`config.mk`:
```
export PLATFORM = sky130hd
export DESIGN_NAME = fp_result_wb
export DESIGN_NICKNAME = d
export VERILOG_FILES = /design/src/rtl/fp_pkg.sv /design/src/rtl/fp_sync_fifo.sv /design/src/rtl/fp_result_wb.sv
export SDC_FILE = /design/constraint.sdc
export NUM_CORES = 1
export LEC_CHECK = 0
export ABC_CLOCK_PERIOD_IN_PS = 5000
export CAP_MARGIN = 20
export CORE_UTILIZATION = 50
export DETAILED_ROUTE_END_ITERATION = 12
export GPL_ROUTABILITY_DRIVEN = 0
export PLACE_DENSITY = 0.77
export SKIP_LAST_GASP = 1
export SYNTH_ARGS = -nofsm -noshare
export SYNTH_HDL_FRONTEND = slang
export SYNTH_SLANG_ARGS = --single-unit
```
`constraint.sdc`:
```
create_clock -name clk -period 5 [get_ports clk]
set_clock_uncertainty 0.1 [all_clocks]
set_input_delay 1 -clock clk [delete_from_list [all_inputs] [get_ports clk]]
set_output_delay 1 -clock clk [all_outputs]
set_load 0.05 [all_outputs]
```
`src/rtl/fp_pkg.sv`:
```
// rtl/fp_pkg.sv - shared types and constants for the fp add/sub writeback stage
package fp_pkg;

  localparam int FP_FLAG_W = 4;
  localparam logic [31:0] FP_QNAN = 32'h7FC0_0000;

  typedef struct packed {
    logic nan;
    logic ovf;
    logic undf;
    logic zero;
  } fp_flags_t;

endpackage

```
`src/rtl/fp_sync_fifo.sv`:
```
// rtl/fp_sync_fifo.sv - synchronous FIFO storage with pointers and occupancy count
module fp_sync_fifo #(
  parameter int WIDTH = 8,
  parameter int DEPTH = 2
) (
  input  logic                     clk,
  input  logic                     rst,
  input  logic                     i_push,
  input  logic [WIDTH-1:0]         i_wdata,
  input  logic                     i_pop,
  output logic [WIDTH-1:0]         o_rdata,
  output logic [$clog2(DEPTH):0]   o_count,
  output logic                     o_full,
  output logic                     o_empty
);

  localparam int PW = $clog2(DEPTH);
  localparam int CW = PW + 1;

  logic [WIDTH-1:0] r_mem [DEPTH];
  logic [PW-1:0]    r_wr_ptr;
  logic [PW-1:0]    r_rd_ptr;
  logic [CW-1:0]    r_count;

  always_ff @(posedge clk or posedge rst) begin
    if (rst) begin
      r_wr_ptr <= '0;
      r_rd_ptr <= '0;
      r_count  <= '0;
      for (int i = 0; i < DEPTH; i++) r_mem[i] <= '0;
    end else begin
      if (i_push) begin
        r_mem[r_wr_ptr] <= i_wdata;
        r_wr_ptr        <= r_wr_ptr + PW'(1);
      end
      if (i_pop) r_rd_ptr <= r_rd_ptr + PW'(1);
      case ({i_push, i_pop})
        2'b10:   r_count <= r_count + CW'(1);
        2'b01:   r_count <= r_count - CW'(1);
        default: r_count <= r_count;
      endcase
    end
  end

  assign o_rdata = r_mem[r_rd_ptr];
  assign o_count = r_count;
  assign o_full  = (r_count == CW'(DEPTH));
  assign o_empty = (r_count == '0);

endmodule

```
`src/rtl/fp_result_wb.sv`:
```
// rtl/fp_result_wb.sv - buffers add/sub results, canonicalises NaN, tracks sticky flags
module fp_result_wb
  import fp_pkg::*;
#(
  parameter int DEPTH = 2,
  parameter int TAG_W = 4,
  parameter int CNT_W = 16
) (
  input  logic                     clk,
  input  logic                     rst,
  input  logic                     in_valid,
  output logic                     in_ready,
  input  logic [31:0]              in_res,
  input  logic                     in_ovf,
  input  logic                     in_undf,
  input  logic                     in_nan,
  input  logic                     in_zero,
  input  logic [TAG_W-1:0]         in_tag,
  output logic                     out_valid,
  input  logic                     out_ready,
  output logic [31:0]              out_res,
  output logic [FP_FLAG_W-1:0]     out_flags,
  output logic [TAG_W-1:0]         out_tag,
  output logic [$clog2(DEPTH):0]   count,
  input  logic                     clr_sticky,
  output logic [FP_FLAG_W-1:0]     sticky_flags,
  output logic [CNT_W-1:0]         exc_cnt
);

  localparam int DW = 32 + FP_FLAG_W + TAG_W;

  logic            w_push;
  logic            w_pop;
  logic            w_full;
  logic            w_empty;
  fp_flags_t       w_in_flags;
  fp_flags_t       w_out_flags;
  logic [31:0]     w_wr_res;
  logic [DW-1:0]   w_wdata;
  logic [DW-1:0]   w_rdata;
  logic            w_exc;
  logic [CNT_W-1:0] w_cnt_base;
  logic [FP_FLAG_W-1:0] w_sticky_base;

  fp_flags_t        r_sticky;
  logic [CNT_W-1:0] r_exc_cnt;

  assign w_push = in_valid & in_ready;
  assign w_pop  = out_valid & out_ready;

  assign w_in_flags = '{nan: in_nan, ovf: in_ovf, undf: in_undf, zero: in_zero};
  assign w_wr_res   = in_nan ? FP_QNAN : in_res;
  assign w_wdata    = {w_wr_res, w_in_flags, in_tag};

  fp_sync_fifo #(
    .WIDTH (DW),
    .DEPTH (DEPTH)
  ) u_fifo (
    .clk     (clk),
    .rst     (rst),
    .i_push  (w_push),
    .i_wdata (w_wdata),
    .i_pop   (w_pop),
    .o_rdata (w_rdata),
    .o_count (count),
    .o_full  (w_full),
    .o_empty (w_empty)
  );

  assign in_ready    = ~w_full;
  assign out_valid   = ~w_empty;
  assign out_res     = w_rdata[DW-1 -: 32];
  assign w_out_flags = fp_flags_t'(w_rdata[TAG_W +: FP_FLAG_W]);
  assign out_flags   = w_out_flags;
  assign out_tag     = w_rdata[TAG_W-1:0];

  // Clear applies first so an event arriving alongside it is still recorded.
  assign w_exc         = w_push & (in_nan | in_ovf | in_undf);
  assign w_cnt_base    = clr_sticky ? '0 : r_exc_cnt;
  assign w_sticky_base = clr_sticky ? '0 : r_sticky;

  always_ff @(posedge clk or posedge rst) begin
    if (rst) begin
      r_sticky  <= '0;
      r_exc_cnt <= '0;
    end else begin
      r_sticky <= w_sticky_base | (w_push ? w_in_flags : '0);
      if (w_exc && (w_cnt_base != '1)) r_exc_cnt <= w_cnt_base + CNT_W'(1);
      else                             r_exc_cnt <= w_cnt_base;
    end
  end

  assign sticky_flags = r_sticky;
  assign exc_cnt      = r_exc_cnt;

endmodule

```
======== After elaboration in Yosys (flattened, before gate mapping) ========
Cells that the tools add are included.
operators by class
  $add $sub $neg .......................... 5
  order comparisons ....................... 3
  equality and inequality tests ........... 4
  multiplexer cells ....................... 12
  bitwise logic cells ..................... 10
  reductions and logical operators ........ 4
operators with widths
  kind                   count
  $mux 40                4
  $bwmux 80              1
  $demux 40 s1           1
  $mux 16                2
  $mux 32                1
  $add 16x1->16 const B  1
  $ne 16x16->1 const B   1
  $mux 4                 2
  $eq 2x2->1 const B     2
  $ge 2x2->1 const B     2
  $not 1->2              2
  $or 4x4->4             1
  $pmux 2 s2             1
  $and 1x1->1            3
  $add 1x1->1 const B    2
  $add 2x1->2 const B    1
  $eq 2x1->1 const B     1
  $logic_and 1x1->1      2
  $logic_not 2->1        1
  $lt 2x1->1 const B     1
  $not 1->1              2
  $or 1x1->1             2
  $reduce_bool 2->1      1
  $sub 2x1->2 const B    1
word-level totals
  flip-flop bits (word level) ............. 104
  input bits .............................. 45
  output and inout bits ................... 64
  word-level logic and storage cells ...... 48

======== Depth between registers and ports, before layout ========
Gate-level depths: netlist of the first run.
  depth after elaboration ................. 6
  mapped depth ............................ 8
  depth with buffers taken out ............ 7

======== By module ========
Synthesis of the first run repeated with hierarchy kept, for this count alone.
second synthesis, totals
  cells, all modules ...................... 387
  area, all modules ....................... 4,949.7 µm²
by module, submodules not included
  module        instances  cells each  area each (µm²)  sequential area each (µm²)
  fp_sync_fifo  1          230         3,614.7          2,102.0
  fp_result_wb  1          157         1,335.0          500.5

======== Least setup slack after synthesis of the first run ========
No wires, ideal clock.
  path kind ............................... register to output
  from .................................... register u_fifo.r_rd_ptr
  to ...................................... output out_res[22]
  arrival time ............................ 1,320 ps
  slack ................................... 2,580 ps
  cell stages (with the launch flop) ...... 4
  cells stage by stage .................... dfrtp_1 > clkbuf_1 > buf_1 > mux2_2
on the way
  word-level cells in the longest chain between the ends .. 4
ends and longest elaborated chain
  item                                         RTL line            source
  start: declaration                           fp_sync_fifo.sv:22  logic [PW-1:0] r_rd_ptr;
  start signal: assignment                     fp_sync_fifo.sv:36  if (i_pop) r_rd_ptr <= r_rd_ptr + PW'(1);
  $not 1->2 (implied by the code)              fp_sync_fifo.sv:45  assign o_rdata = r_mem[r_rd_ptr];
  $mux 40 (implied by the code) (3 in series)  fp_sync_fifo.sv:45
  end: declaration                             fp_result_wb.sv:21  output logic [31:0] out_res,
Every way passes these cells. The select of a mux whose other input is x is not followed.

======== Worst setup path after layout of the first run ========
  from .................................... register u_fifo.r_rd_ptr
  to ...................................... output out_flags[2]
on the way
  word-level cells in the longest chain between the ends .. 4
ends and longest elaborated chain
  item                                         RTL line            source
  $not 1->2 (implied by the code)              fp_sync_fifo.sv:45
  $mux 40 (implied by the code) (3 in series)  fp_sync_fifo.sv:45
  end: declaration                             fp_result_wb.sv:22  output logic [FP_FLAG_W-1:0] out_flags,
Every way passes these cells. The select of a mux whose other input is x is not followed.

==> flow_summary.ini, run 1 <==
[timing]
drv_slew = 0
achievable-frequency_mhz = 275
report.final.hold_viol_count = 0
fin_tns_setup_ns = 0
period_share_pct = 72.8
min_period_ns = 3.64
fin_worst_hold_slack_ns = 0.383
setup-violations-final = 0
timing_worst_slew_pin_value_ns = 0.988
slew-limit-headroom_pct = 34.1
rsz0062_at_grt = no

[detailed_routing]
detailroute.via_count = 3487
route.final.wire_length_um = 9920
routed_via_density = 5.22
first_iter_violations = 106
drc_errors = 0
ant_nets = 0
post_drt_wl_per_cell_um = 14.9
1st_pass_router_iterations = 4

[placed_design]
io_buffers = 108
post_detail_place_hpwl_um = 6580

[floorplanning]
die_y_um = 99.5
rows = 35
dieArea_um2 = 9890
die_w_um = 99.5
core_area_um2 = 9240
io-pin-count = 109
start_util_pct = 51.4

[cts]
clock_tree.htree_level_count = 3
tritoncts.num_buffers = 9
clock-root-buffer = sky130_fd_sc_hd__clkbuf_8
tritoncts_num_sinks = 104
ctsHoldBuffers = 0
cts_resized = 0
cts.path.max_buffers = 2
clock_latency_on_the_worst_skew_pair_ns = 0.35
cts_setup_buffers = 0
cts_tree = built
clkSlewWorstSetupHoldPaths_ns = 0.10

[setup_path]
path_class = reg2out
critical_path.endpoint = out_flags[2]
regToRegSetupSlack_ns = 2.51
critical_path_depth = 2
cp.required_ns = 3.90
worst-path-max-fanout = 41
critical-path-max-stage-delay_ns = 1.03
cpMaxStageDelayCell = sky130_fd_sc_hd__dfrtp_2
crit_arrival_ns = 2.54
worst_setup_path_start_kind = flop
path_delay_family = flip-flops
regToRegStartpoint = u_fifo.o_count[0]
critical_path.reg2reg.endpoint = u_fifo.r_mem[47]
crit_path_start = u_fifo.r_rd_ptr
timing.critical_path.cells = mux2_2, clkdlybuf4s50_1
critical_path.n_buffers_inverters = 1
timing.critical_path.to_type = output pin
ff2ff_path_depth = 5

[final_layout]
area_used_by_multi_input_combinational_logic_um2 = 2010
area_delta_synth_final_pct = 28.6
fillers = 742
layout.nets = 580
seqCellArea_um2 = 2600
ratio_of_cells_with_drive_above_1_in_the_final_layout_pct = 16.9
antenna_cells_inserted = 0
layout.cells.most_common_list = 108 x sky130_fd_sc_hd__clkdlybuf4s50_1, 103 x sky130_fd_sc_hd__dfrtp_1, 76 x sky130_fd_sc_hd__nand2_1
layout.cells.most_common = sky130_fd_sc_hd__clkdlybuf4s50_1

[global_routing]
grt_pass1_vias = 3535
grt_max_degree = 72
grt_remaining_overflow = 0
number_of_antenna_violations_at_the_first_check_in_global_routing = 0
grt_first_pass_wirelength_um = 16700
groute.usage.overall_pct = 21.4

[hold_path]
min_from = u_fifo.r_mem[13]
hold_path_class = reg2reg

[pwr]
p_per_area_nw_per_um2 = 684
largest_vdd_supply_drop_mv = 0.448
leakage_nw = 2.64
total_power_mw = 4.17

[synthesis]
synth.top_cells.by_area = sky130_fd_sc_hd__dfrtp_1 55%, sky130_fd_sc_hd__mux2_2 14%, sky130_fd_sc_hd__o21ai_0 6.7%, sky130_fd_sc_hd__nand2_1 6.0%, sky130_fd_sc_hd__nand2b_1 3.2%
edff_count_synth = 0
synth.ff_latch_count = 104
synth_warnings = 0
netlist.top_cell.by_area = sky130_fd_sc_hd__dfrtp_1
ys_types = 49
share_of_flip_flops_with_an_asynchronous_set_or_reset_after_synthesis_pct = 100
mappedNetlistArea_um2 = 4750
prevailing_post_synth_register_cell = sky130_fd_sc_hd__dfrtp_1
synthesis.area_per_instance_um2 = 10.9
syn_nets = 483
yosys.area.top_type_share_pct = 54.8
seq_total_area_yosys_pct = 54.8
synthCells = 437

[status]
status = finished clean

[flow_run]
max_cap_violations = 0
cells by family after synthesis:
family	count (synthesis)	synth area share, %
AO/OA/AOI/OAI	82	10.2
XOR/XNOR	8	1.48
adder cells (fa/ha/maj)	1	0.263
buffers and inverters	32	2.95
flip-flops	104	54.8
multiplexers	60	14.1
AND/OR/NAND/NOR	150	16.2
cell usage after synthesis, types with 3 or more instances:
library cell and instances:
sky130_fd_sc_hd__a21oi_1 3, sky130_fd_sc_hd__a22o_1 4, sky130_fd_sc_hd__and2_1 4, sky130_fd_sc_hd__buf_1 3, sky130_fd_sc_hd__buf_2 7, sky130_fd_sc_hd__clkbuf_1 14
sky130_fd_sc_hd__dfrtp_1 104, sky130_fd_sc_hd__inv_1 6, sky130_fd_sc_hd__mux2_2 57, sky130_fd_sc_hd__mux2i_1 3, sky130_fd_sc_hd__nand2_1 76, sky130_fd_sc_hd__nand2b_1 24
sky130_fd_sc_hd__nand3_1 3, sky130_fd_sc_hd__nand4_1 4, sky130_fd_sc_hd__nor2_1 17, sky130_fd_sc_hd__o21ai_0 64, sky130_fd_sc_hd__xnor2_1 6
worst min-delay path by stage:
stage / depth (start not counted) / end
2_1_floorplan: 2 / u_fifo.r_mem[10]
3_3_place_gp: 2 / u_fifo.r_mem[10]
3_5_place_dp: 2 / u_fifo.r_mem[59]
4_1_cts: 2 / u_fifo.r_mem[60]
5_1_grt: 2 / u_fifo.r_mem[48]
6_report: 2 / u_fifo.r_mem[13]
registers in the layout, indices dropped and copies added, names as in the netlist:
register,cells
u_fifo.r_wr_ptr,1
exc_cnt,16
u_fifo.r_rd_ptr,1
u_fifo.r_mem,80
sticky_flags,4
u_fifo.o_count,2
worst min-delay path, stage by stage (launching register included):
cell and delay (ns):
sky130_fd_sc_hd__dfrtp_1 0.35, sky130_fd_sc_hd__nand2_1 0.04, sky130_fd_sc_hd__o21ai_0 0.06
routing by layer:
metal	global-route usage, %	wire (µm)	share of wire, %
met4	6.67	101	1.0
met2	33.7	4610	46
met1	30.6	4750	48
met3	3.79	460	4.6
met5	0	0	0
power breakdown:
| group | switching [mW] | internal (mW) | total, mW |
|---|---|---|---|
| Sequential | 0.239 | 1.17 | 1.41 |
| Clock | 0.282 | 0.209 | 0.491 |
| Combinational | 1.39 | 0.876 | 2.27 |
| Total | 1.92 | 2.26 | 4.17 |
per-stage QoR:
step | cell area, µm² | utilization [%] | instances | worst slack (ns)
5_1_grt | 6110 | 66.1 | 668 | 1.24
6_report | 6110 | 66.1 | 668 | 1.36
3_3_place_gp | 5900 | 63.9 | 651 | 1.66
2_1_floorplan | 4750 | - | 437 | 1.17
4_1_cts | 6110 | 66.1 | 668 | 1.32
3_5_place_dp | 5920 | 64.1 | 652 | 1.64
cell type report:
class	count	area share [%]
Clock buffer	12	2.54
Clock inverter	4	0.471
Inverter	6	0.410
Multi-Input combinational cell	301	32.9
Sequential cell	104	42.6
Tap cell	129	2.64
Timing Repair Buffer	112	18.4
Note: power is estimated with default switching activity, not from simulation.
==> run 2, diff against run 1 <==
--- a/config.mk
+++ b/config.mk
@@ -5,7 +5,7 @@
 export SDC_FILE = /design/constraint.sdc
 export NUM_CORES = 1
 export LEC_CHECK = 0
-export ABC_CLOCK_PERIOD_IN_PS = 5000
+export ABC_CLOCK_PERIOD_IN_PS = 3450
 export CAP_MARGIN = 20
 export CORE_UTILIZATION = 50
 export DETAILED_ROUTE_END_ITERATION = 12
==> constraint.sdc (replaced) <==
create_clock -name clk -period 3.45 [get_ports clk]
set_clock_uncertainty 0.1 [all_clocks]
set_input_delay 0.69 -clock clk [delete_from_list [all_inputs] [get_ports clk]]
set_output_delay 0.69 -clock clk [all_outputs]
set_load 0.05 [all_outputs]
==> run 2 against run 1 <==
Die area did not move; global-route usage rose by 0.38 points; clock power rose by 40%; combinational power rose by 49%; critical endpoint is now out_res[2]; worst setup slack got worse by 0.93 ns; total power rose by 45%; sequential share of layout area fell by 0.33 points; non-clock buffer count rose by 4; sequential power rose by 40%; wire length rose by 0.95%; design area rose by 0.78%; largest cell class unchanged; flip-flop and latch count did not move.
==> flow_summary.ini, run 2 (synthesis gave the netlist of run 1 again) <==
[setup_path]
crit_arrival_ns = 2.24
timing.critical_path.to_type = output pin
ff2ff_path_depth = 5
regToRegSetupSlack_ns = 1.16
worst_setup_path_start_kind = flop
critical_path.reg2reg.endpoint = u_fifo.r_mem[47]
regToRegStartpoint = u_fifo.o_count[0]
cp.required_ns = 2.66
path_class = reg2out
worst-path-max-fanout = 34

[pwr]
pwr-share-seq_pct = 32.7
p_per_area_nw_per_um2 = 985
largest_vdd_supply_drop_mv = 0.705
total_power_mw = 6.06
power.share.clock_pct = 11.3
power.internal_mw = 3.28
switching_share_pct = 45.9
leakage_nw = 2.66
comb_power_share_pct = 55.9
power.net_switching_mw = 2.78

[cts]
tritoncts.num_buffers = 9
cts_resized = 0
cts_setup_buffers = 0
clkSlewWorstSetupHoldPaths_ns = 0.09
cts_tree = built
ctsHoldBuffers = 0
clock_latency_on_the_worst_skew_pair_ns = 0.36
clock_tree.htree_level_count = 3
tritoncts_num_sinks = 104
clock-root-buffer = sky130_fd_sc_hd__clkbuf_8
cts.path.max_buffers = 2

[timing]
timing_worst_slew_pin_value_ns = 0.785
drv_slew = 0
fin_worst_hold_slack_ns = 0.382
fin_tns_setup_ns = 0
final_critical_path_setup_slack_ns = 0.425
slew-limit-headroom_pct = 47.6
period_share_pct = 87.7
min_period_ns = 3.03
report.final.hold_viol_count = 0
rsz0062_at_grt = no
achievable-frequency_mhz = 331
setup-violations-final = 0

[detailed_routing]
ant_nets = 0
detailroute.via_count = 3491
first_iter_violations = 111
post_drt_wl_per_cell_um = 14.9
drc_errors = 0
routed_via_density = 5.19
route.final.wire_length_um = 10000
1st_pass_router_iterations = 4

[floorplanning]
core_area_um2 = 9240
die_y_um = 99.5
rows = 35
dieArea_um2 = 9890
start_util_pct = 51.4
io-pin-count = 109
die_w_um = 99.5

[status]
status = finished clean

[global_routing]
grt_util_met1_pct = 30.0
global_route.usage.met3_pct = 5.13
grt_max_degree = 67
groute.usage.overall_pct = 21.8
busiest_metal_layer_after_global_routing = met2
grt_pass1_vias = 3537
grt.met2_usage_pct = 35.2
grt_remaining_overflow = 0
number_of_antenna_violations_at_the_first_check_in_global_routing = 0
grt_first_pass_wirelength_um = 16800

[final_layout]
antenna_cells_inserted = 0
largest-register = u_fifo.r_mem
layout.cells.most_common_list = 108 x sky130_fd_sc_hd__clkdlybuf4s50_1, 103 x sky130_fd_sc_hd__dfrtp_1, 76 x sky130_fd_sc_hd__nand2_1
largest_reg_flops = 80
ratio_of_cells_with_drive_above_1_in_the_final_layout_pct = 17.3
fillers = 731
post_layout_nonfiller_instances = 672
layout.nets = 584
area_delta_synth_final_pct = 29.6
layout.cells.most_common = sky130_fd_sc_hd__clkdlybuf4s50_1

[placed_design]
placement.setup.worst_slack_ns = 0.643
post_detail_place_hpwl_um = 6860
placed_cells_incl_taps = 656
io_buffers = 108

[flow_run]
max_cap_violations = 0

[hold_path]
worstHoldPathCells = 2
min_to = u_fifo.r_mem[11]
min_from = u_fifo.r_mem[11]
hold_path_class = reg2reg
run 2: stage by stage:
stage / util, % / instance area (µm²)
2_1_floorplan: - / 4750
3_3_place_gp: 64.7 / 5980
3_5_place_dp: 64.7 / 5980
4_1_cts: 66.6 / 6150
5_1_grt: 66.6 / 6150
6_report: 66.6 / 6150
run 2: layout make-up:
class	count	area (µm²)	area share (%)
clock buffers	12	145	2.36
clock inverters	4	30.0	0.488
multi-input cells	301	2010	32.6
flip-flops and latches	104	2600	42.3
inverters	6	26.3	0.427
well taps	129	161	2.62
repair buffers	116	1180	19.2
run 2: worst max-delay path by stage:
stage,depth (start not counted),start,slack (ns),to
finish,3,u_fifo.r_rd_ptr,0.42,out_res[2]
global route,3,u_fifo.r_rd_ptr,0.35,out_res[19]
CTS,3,u_fifo.r_rd_ptr,0.41,out_res[2]
detailed placement,6,clr_sticky,0.64,exc_cnt[1]
global placement,5,in_valid,0.68,u_fifo.r_mem[47]
floorplan,7,u_fifo.o_count[1],1.26,u_fifo.r_mem[40]
run 2: metal layers:
metal	vias up	routed length [µm]
met5	-	0
met3	13	484
li1	1693	-
met2	102	4770
met4	0	114
met1	1683	4650
run 2: critical path: stages (launching register included):
cell                              delay, ns
sky130_fd_sc_hd__dfrtp_2               0.51
sky130_fd_sc_hd__buf_12                0.27
sky130_fd_sc_hd__mux2_2                0.36
sky130_fd_sc_hd__clkdlybuf4s50_1       0.73
run 2: power by group through the flow:
| stage | registers, mW | clock network, mW | logic (mW) |
|---|---|---|---|
| 5_1_grt | 2.05 | 0.765 | 3.59 |
| 3_3_place_gp | 1.97 | 0 | 3.36 |
| 3_5_place_dp | 2.01 | 0 | 3.41 |
| 6_report | 1.98 | 0.687 | 3.39 |
| 2_1_floorplan | 2.03 | 0 | 2.36 |
| 4_1_cts | 1.98 | 0.710 | 3.42 |
